File: config.mk
export PLATFORM = sky130hd
export DESIGN_NAME = commit_trace_fifo
export DESIGN_NICKNAME = d
export VERILOG_FILES = /design/src/rtl/commit_trace_fifo.sv
export SDC_FILE = /design/constraint.sdc
export NUM_CORES = 1
export LEC_CHECK = 0
export CAP_MARGIN = 20
export CORE_MARGIN = 3
export CORE_UTILIZATION = 58
export CTS_CLUSTER_DIAMETER = 100
export CTS_CLUSTER_SIZE = 28
export DETAILED_ROUTE_END_ITERATION = 8
export GPL_TIMING_DRIVEN = 0
export PLACE_DENSITY_LB_ADDON = 0.1
export SLEW_MARGIN = 10
export SYNTH_ARGS = -nofsm -noshare
export SYNTH_HDL_FRONTEND = slang
export SYNTH_SLANG_ARGS = --single-unit
File: constraint.sdc
create_clock -name CLK -period 15.6 [get_ports CLK]
set_input_delay 2.34 -clock CLK [delete_from_list [all_inputs] [get_ports CLK]]
set_output_delay 2.34 -clock CLK [all_outputs]
set_load 0.05 [all_outputs]
File: src/rtl/commit_trace_fifo.sv
// Commit trace capture: arms on trace_en, triggers on a PC match, then logs one
// retirement record per cycle into a FIFO with stop-on-full or drop-and-continue policy.
module commit_trace_fifo #(
  parameter int unsigned DEPTH        = 8,
  parameter bit          STOP_ON_FULL = 1'b1
) (
  input  logic                     CLK,
  input  logic                     Reset,
  input  logic                     trace_en,
  input  logic [31:0]              trig_pc,
  input  logic [31:0]              pc,
  input  logic [31:0]              IDataOut,
  input  logic [4:0]               rd,
  input  logic                     RegWre,
  input  logic [31:0]              wb_data,
  input  logic                     branch,
  input  logic                     zero,
  input  logic                     out_ready,
  output logic                     out_valid,
  output logic [31:0]              out_pc,
  output logic [31:0]              out_instr,
  output logic [31:0]              out_wbdata,
  output logic [4:0]               out_rd,
  output logic                     out_regwre,
  output logic                     out_taken,
  output logic [$clog2(DEPTH):0]   count,
  output logic [1:0]               state,
  output logic                     overflow,
  output logic [15:0]              drop_cnt
);

  localparam int unsigned AW   = $clog2(DEPTH);
  localparam int unsigned CW   = AW + 1;
  localparam int unsigned RecW = 103;

  typedef enum logic [1:0] {
    StIdle    = 2'd0,
    StArmed   = 2'd1,
    StCapture = 2'd2,
    StHalted  = 2'd3
  } state_e;

  state_e          state_q, state_d;
  logic [AW-1:0]   wr_ptr_q, rd_ptr_q;
  logic [CW-1:0]   count_q, count_d;
  logic            overflow_q;
  logic [15:0]     drop_cnt_q;
  logic [RecW-1:0] mem [DEPTH];
  logic [RecW-1:0] rec, head;

  logic trig_hit, eligible, full, pop, push, drop;

  assign rec = {pc, IDataOut, wb_data, rd, RegWre, branch & zero};

  always_comb begin
    trig_hit  = (pc == trig_pc);
    eligible  = trace_en && (((state_q == StArmed) && trig_hit) || (state_q == StCapture));
    full      = (count_q == CW'(DEPTH));
    out_valid = (count_q != '0);
    pop       = out_valid && out_ready;
    // A same-cycle pop frees the slot, so a full FIFO can still accept.
    push      = eligible && (!full || pop);
    drop      = eligible && full && !pop;
  end

  always_comb begin
    state_d = state_q;
    if (!trace_en) begin
      state_d = StIdle;
    end else begin
      case (state_q)
        StIdle:    state_d = StArmed;
        StArmed:   if (trig_hit) state_d = (drop && STOP_ON_FULL) ? StHalted : StCapture;
        StCapture: if (drop && STOP_ON_FULL) state_d = StHalted;
        StHalted:  state_d = StHalted;
        default:   state_d = StIdle;
      endcase
    end
  end

  always_comb begin
    count_d = count_q;
    case ({push, pop})
      2'b10:   count_d = count_q + CW'(1);
      2'b01:   count_d = count_q - CW'(1);
      default: count_d = count_q;
    endcase
  end

  always_ff @(posedge CLK or negedge Reset) begin
    if (!Reset) begin
      state_q    <= StIdle;
      wr_ptr_q   <= '0;
      rd_ptr_q   <= '0;
      count_q    <= '0;
      overflow_q <= 1'b0;
      drop_cnt_q <= '0;
    end else begin
      state_q <= state_d;
      count_q <= count_d;
      if (push) wr_ptr_q <= wr_ptr_q + AW'(1);
      if (pop)  rd_ptr_q <= rd_ptr_q + AW'(1);
      if (drop) begin
        overflow_q <= 1'b1;
        if (drop_cnt_q != 16'hFFFF) drop_cnt_q <= drop_cnt_q + 16'd1;
      end
    end
  end

  // Storage needs no reset: the head is masked whenever the FIFO is empty.
  always_ff @(posedge CLK) begin
    if (push) mem[wr_ptr_q] <= rec;
  end

  assign head = out_valid ? mem[rd_ptr_q] : '0;
  assign {out_pc, out_instr, out_wbdata, out_rd, out_regwre, out_taken} = head;

  assign count    = count_q;
  assign state    = state_q;
  assign overflow = overflow_q;
  assign drop_cnt = drop_cnt_q;

endmodule
## Word-level counts from Yosys, hierarchy flattened

Memories as Yosys holds them, arrays and structs flattened.
Index checks and enable logic that the tools add are counted.

- Register bits: 29
- Bits in writable memories: 824
- Output and inout bits: 127
- Word-level logic and storage cells: 47
- Memories: 1

- $add $sub $neg: 5
- Equal/unequal tests: 10
- Muxes and demuxes: 9
- Bitwise gates (word level): 1
- Reductions and logical operators: 15

Memory list:

| memory | words | width | read ports | clocked after memory_dff | write ports | line | source |
|---|---|---|---|---|---|---|---|
| mem | 8 | 103 | 1 | 0 | 1 | 48 | `logic [RecW-1:0] mem [DEPTH];` |

Operator list:

| cell | number |
|---|---|
| $mux W103 | 1 |
| $eq A32 B32 Y1 | 1 |
| $add A16 B1 Y16 const B | 1 |
| $ne A16 B16 Y1 const B | 1 |
| $pmux W2 S4 | 1 |
| $pmux W4 S2 | 1 |
| $add A3 B1 Y3 const B | 2 |
| $eq A2 B2 Y1 const B | 3 |
| $logic_and A1 B1 Y1 | 6 |
| $mux W2 | 3 |
| $ne A3 B3 Y1 const B | 2 |
| $add A4 B1 Y4 const B | 1 |
| $eq A2 B1 Y1 const B | 2 |
| $eq A4 B4 Y1 const B | 1 |
| $reduce_and A2 Y1 | 2 |
| $reduce_bool A4 Y1 | 1 |
| $sub A4 B1 Y4 const B | 1 |
| $mux W1 | 3 |
| $logic_not A1 Y1 | 2 |
| $logic_not A2 Y1 | 1 |
| $logic_or A1 B1 Y1 | 2 |
| $reduce_bool A2 Y1 | 1 |
| $and A1 B1 Y1 | 1 |

## Depth between registers and ports, before layout

- Word-level depth: 10
- Mapped depth: 14
- Gate-level depth less buffers: 14

## Worst setup path before layout

No wires, ideal clock.

- Path type: input to register
- Start: input trig_pc[31]
- End: memory mem[0][0] (enable)
- Library setup time: 853 ps
- Arrival: 13952 ps
- Data required time: 14747 ps
- Path slack: 795 ps
- Stages on the path: 7
- Path buffers: 0
- Cells stage by stage: xnor2_1 nand4_1 nor4_2 nand4_1 nand2_1 nand2_1 nor4b_1

- Cells in the longest elaborated chain, start to end: 7

Ends and longest elaborated chain:

| item | line | source |
|---|---|---|
| start: declaration | 10 | `input logic [31:0] trig_pc,` |
| $eq A32 B32 Y1 | 56 | `trig_hit = (pc == trig_pc);` |
| $logic_and A1 B1 Y1 | 57 | `eligible = trace_en && (((state_q == StArmed) && trig_hit) \|\| (state_q == StCapture));` |
| $logic_or A1 B1 Y1 | 57 |  |
| $logic_and A1 B1 Y1 | 57 |  |
| $logic_and A1 B1 Y1 | 62 | `push = eligible && (!full \|\| pop);` |
| $mux W1 | 112 | `if (push) mem[wr_ptr_q] <= rec;` |
| $mux W1 (not written as such) | 112 |  |
| end: declaration | 48 |  |

Every way passes these cells.

## Worst setup path in the final report

- Start: register rd_ptr_q[1]
- End: output out_rd[0]

- Cells in the longest elaborated chain, start to end: 2

Ends and longest elaborated chain:

| item | line | source |
|---|---|---|
| start: declaration | 44 | `logic [AW-1:0] wr_ptr_q, rd_ptr_q;` |
| start signal: assignment | 102 | `if (pop) rd_ptr_q <= rd_ptr_q + AW'(1);` |
| $mem_v2 Z8 W103 | -- |  |
| $mux W103 | 115 | `assign head = out_valid ? mem[rd_ptr_q] : '0;` |
| end: declaration | 23 | `output logic [4:0] out_rd,` |

Every way passes these cells.

==> results.ini <==
[power]
netSwitchingFraction_pct=37.5
switchingPower_uw=2430
power.share.clock_pct=16.8
p_leak_uw=0.0127
finalPower_uw=6470
comb_power_share_pct=44.0
irDropWorstVdd_uv=129
power.density_nw_per_um2=167
seqPwrFrac_pct=39.2
p_int_uw=4040

[min_path]
holdPathEnd=drop_cnt[6]
hold_path.class=register to register
hp-start=drop_cnt[6]
hold_depth=1

[place]
hpwlAfterDp_um=49900
placed_cell_area_um2=37700
dp_cells=2640
gp_congestion=0.774
io_buffer_count=266

[finish]
area_growth_syn_to_layout_pct=17.4
final_util_pct=69.5
stdcell_count=2690
nNetsFinal=2077
final_area_um2=38700
layout-drive-gt1-share_pct=21.7

[clocking]
clkTransAtPathRegs_ns=0.11
postCtsHoldBufs=0
cts.sink_count=853
clkLatencyLatePin_ns=0.60
postCtsSetupBuffers=0
cts_buffer_depth=3
h-tree-depth=2
cts_tree=done
cts_resized=0
cts_buffers=36
root_buffer=clkbuf_16

[drt]
post_drt_via_cell_ratio=6.02
drt_pass1_iterations=5
route.detailed.drc=0
initialDrtViolationCount=1527
antenna_left=0
totalWireLength_um=70600
wire_per_inst_um=26.2
vias=16200

[setup_path]
cp_max_fo=10
cp-start-kind=register
reg2reg_to=mem[2][23]
required_ns=13.26
endpoint_kind=primary output
setup.worst_path.start=rd_ptr_q[1]
rrSetupSlack_ns=12.01
arrival_ns=4.37
rr_startpoint=state[0]
critPathKind=register to primary output
reg2regPathDepth=11

[floorplanning]
fp.coreArea_um2=55600
die_x_um=244
rows=86
die_y_um=244
initial_utilization_pct=59.2
dieArea_um2=59700
ios=267

[sta]
finalHoldViolations=0
worst_pin_slew_ns=1.09
slew-limit-headroom_pct=27.3
slew_violations=0
fin_crit_sh_pct=43.0
rsz0062_at_grt=no
fin_skew_ns=0.0209
fmax_mhz=149
fin_crit_ns=6.71
setup_violations=0
fin_hold_ws_ns=0.504

[logic_synthesis]
synth_edf_count=824
synth_top_area_share_pct=75.1
synth_top_flop_cell=edfxtp_1
synth.cell_area_um2=32900
netlist_instances=1493
synthTopCellsByArea=edfxtp_1 (75%), mux4_2 (14%), mux2i_1 (3.2%), dfrtp_1 (2.2%), xnor2_1 (1.3%)
yosys_warnings=0
ys_ff_latch=853
yosysSeqAreaShare_pct=77.3
avgSynthCellArea_um2=22.1
syn_nets=1640
synth.distinct_cells=35
postSynth.asyncResetShare_pct=3.40
synth_top_area_cell=edfxtp_1

[global_route]
grt_pass1_vias=16600
grt_max_degree=30
grtUsageTotal_pct=24.0
antenna_found_initial=3
grt_pass1_wl_um=106000
grt.overflow.total=0

[run_status]
outcome=finished clean

[flow_run]
max_cap_violations=0

==> final cells by class <==
type                       instances  area (um^2)
sequential                       853        25500
fill                            3525        17000
multi-input combinational        559         7190
timing repair buffer             399         3740
clock buffer                      43          948
tap                              748          936
buffer                            71          302
inverter                          10         37.5
clock inverter                     4         33.8
antenna                            3         7.51
==> through the flow <==
step / setup slack, ns / TNS (ns)
2_1_floorplan: 0.795 / 0
3_3_place_gp: -11.25 / -5197.24
3_5_place_dp: 8.47 / 0
4_1_cts: 8.79 / 0
5_1_grt: 8.74 / 0
6_report: 8.89 / 0
==> how the worst max path moves through the flow <==
| stage | endpoint | cells after the start |
|---|---|---|
| floorplan | mem[0][0] | 7 |
| global placement | mem[0][28] | 8 |
| detailed placement | mem[0][29] | 14 |
| CTS | out_rd[0] | 7 |
| global route | out_rd[0] | 7 |
| finish | out_rd[0] | 7 |
==> sequential cells by signal (all words and copies together), names as in the netlist <==
name	count
rd_ptr_q	3
mem	824
drop_cnt	16
count	4
overflow	1
state	2
wr_ptr_q	3
==> worst max-delay path: stages, from the launching register on <==
cell             delay (ns)
dfrtp_1                0.37
buf_2                  0.35
clkbuf_1               0.72
clkbuf_1               0.69
mux4_2                 0.40
mux2i_1                0.42
nor2_1                 0.08
clkdlybuf4s50_1        0.72
==> cells in the final DEF (no fill, tap or decap), types with 2 or more instances in the layout <==
cell type        Yosys  final
and3_1               2      2
buf_6                1     28
a21oi_1              3      3
xnor2_1             50     50
mux2i_1            104    104
xor2_1               4      4
dfrtp_1             29     29
nand2b_1             2      2
inv_6                0      3
ha_1                 6      6
nand2_1             14     14
clkbuf_1            39     45
nand4_1             16     16
mux4_2             206    206
buf_4                0     96
clkbuf_16            0     37
nor3_1               8      3
mux2_2               2      2
and2_1               5      5
nor2_1             110    110
clkdlybuf4s50_1      0    265
edfxtp_1           824    824
buf_1                9      9
nand3_1             10     10
buf_2               22     32
nor3_2               0      5
inv_1               10     10
diode_2              0      3
nor4_2               2      5
==> routing by layer <==
metal,GRT usage [%],share of wire (%),routed length (um),vias to the layer above
li1,-,-,-,6978
met1,34.8,42,29500,8597
met2,39.3,50,35000,536
met3,4.19,6.7,4760,72
met4,5.33,1.9,1330,2
met5,0,0.017,12,-
==> cells in the mapped netlist, drive strengths merged (2+ instances only) <==
master	instances
edfxtp	824
mux4	206
nor2	110
mux2i	104
xnor2	50
clkbuf	39
buf	32
dfrtp	29
nand4	16
nand2	14
inv	10
nand3	10
nor3	9
ha	6
nor4	6
and2	5
a21oi	4
xor2	4
mux2	3
and3	2
nand2b	2
==> power groups by stage <==
stage               Combinational [uW]  Clock (uW)  Sequential, uW
floorplan                         1930           0            2600
global placement                  2860           0            2580
detailed placement                2880           0            2580
CTS                               2880        1110            2530
global route                      3000        1190            2530
finish                            2840        1090            2530
==> cell families (layout without fill, tap and decap cells) <==
group           Yosys count  after routing  synth area share, %
flops                   853            853                 77.3
mux                     313            313                 17.3
simple gates            177            177                 2.43
buf+inv                  81            527                 1.03
xor+xnor                 54             54                 1.44
compound gates            8              8                0.156
fa+ha+maj                 7              7                0.289
other cells               0              3                    0
(Power assumes the default switching activity.)
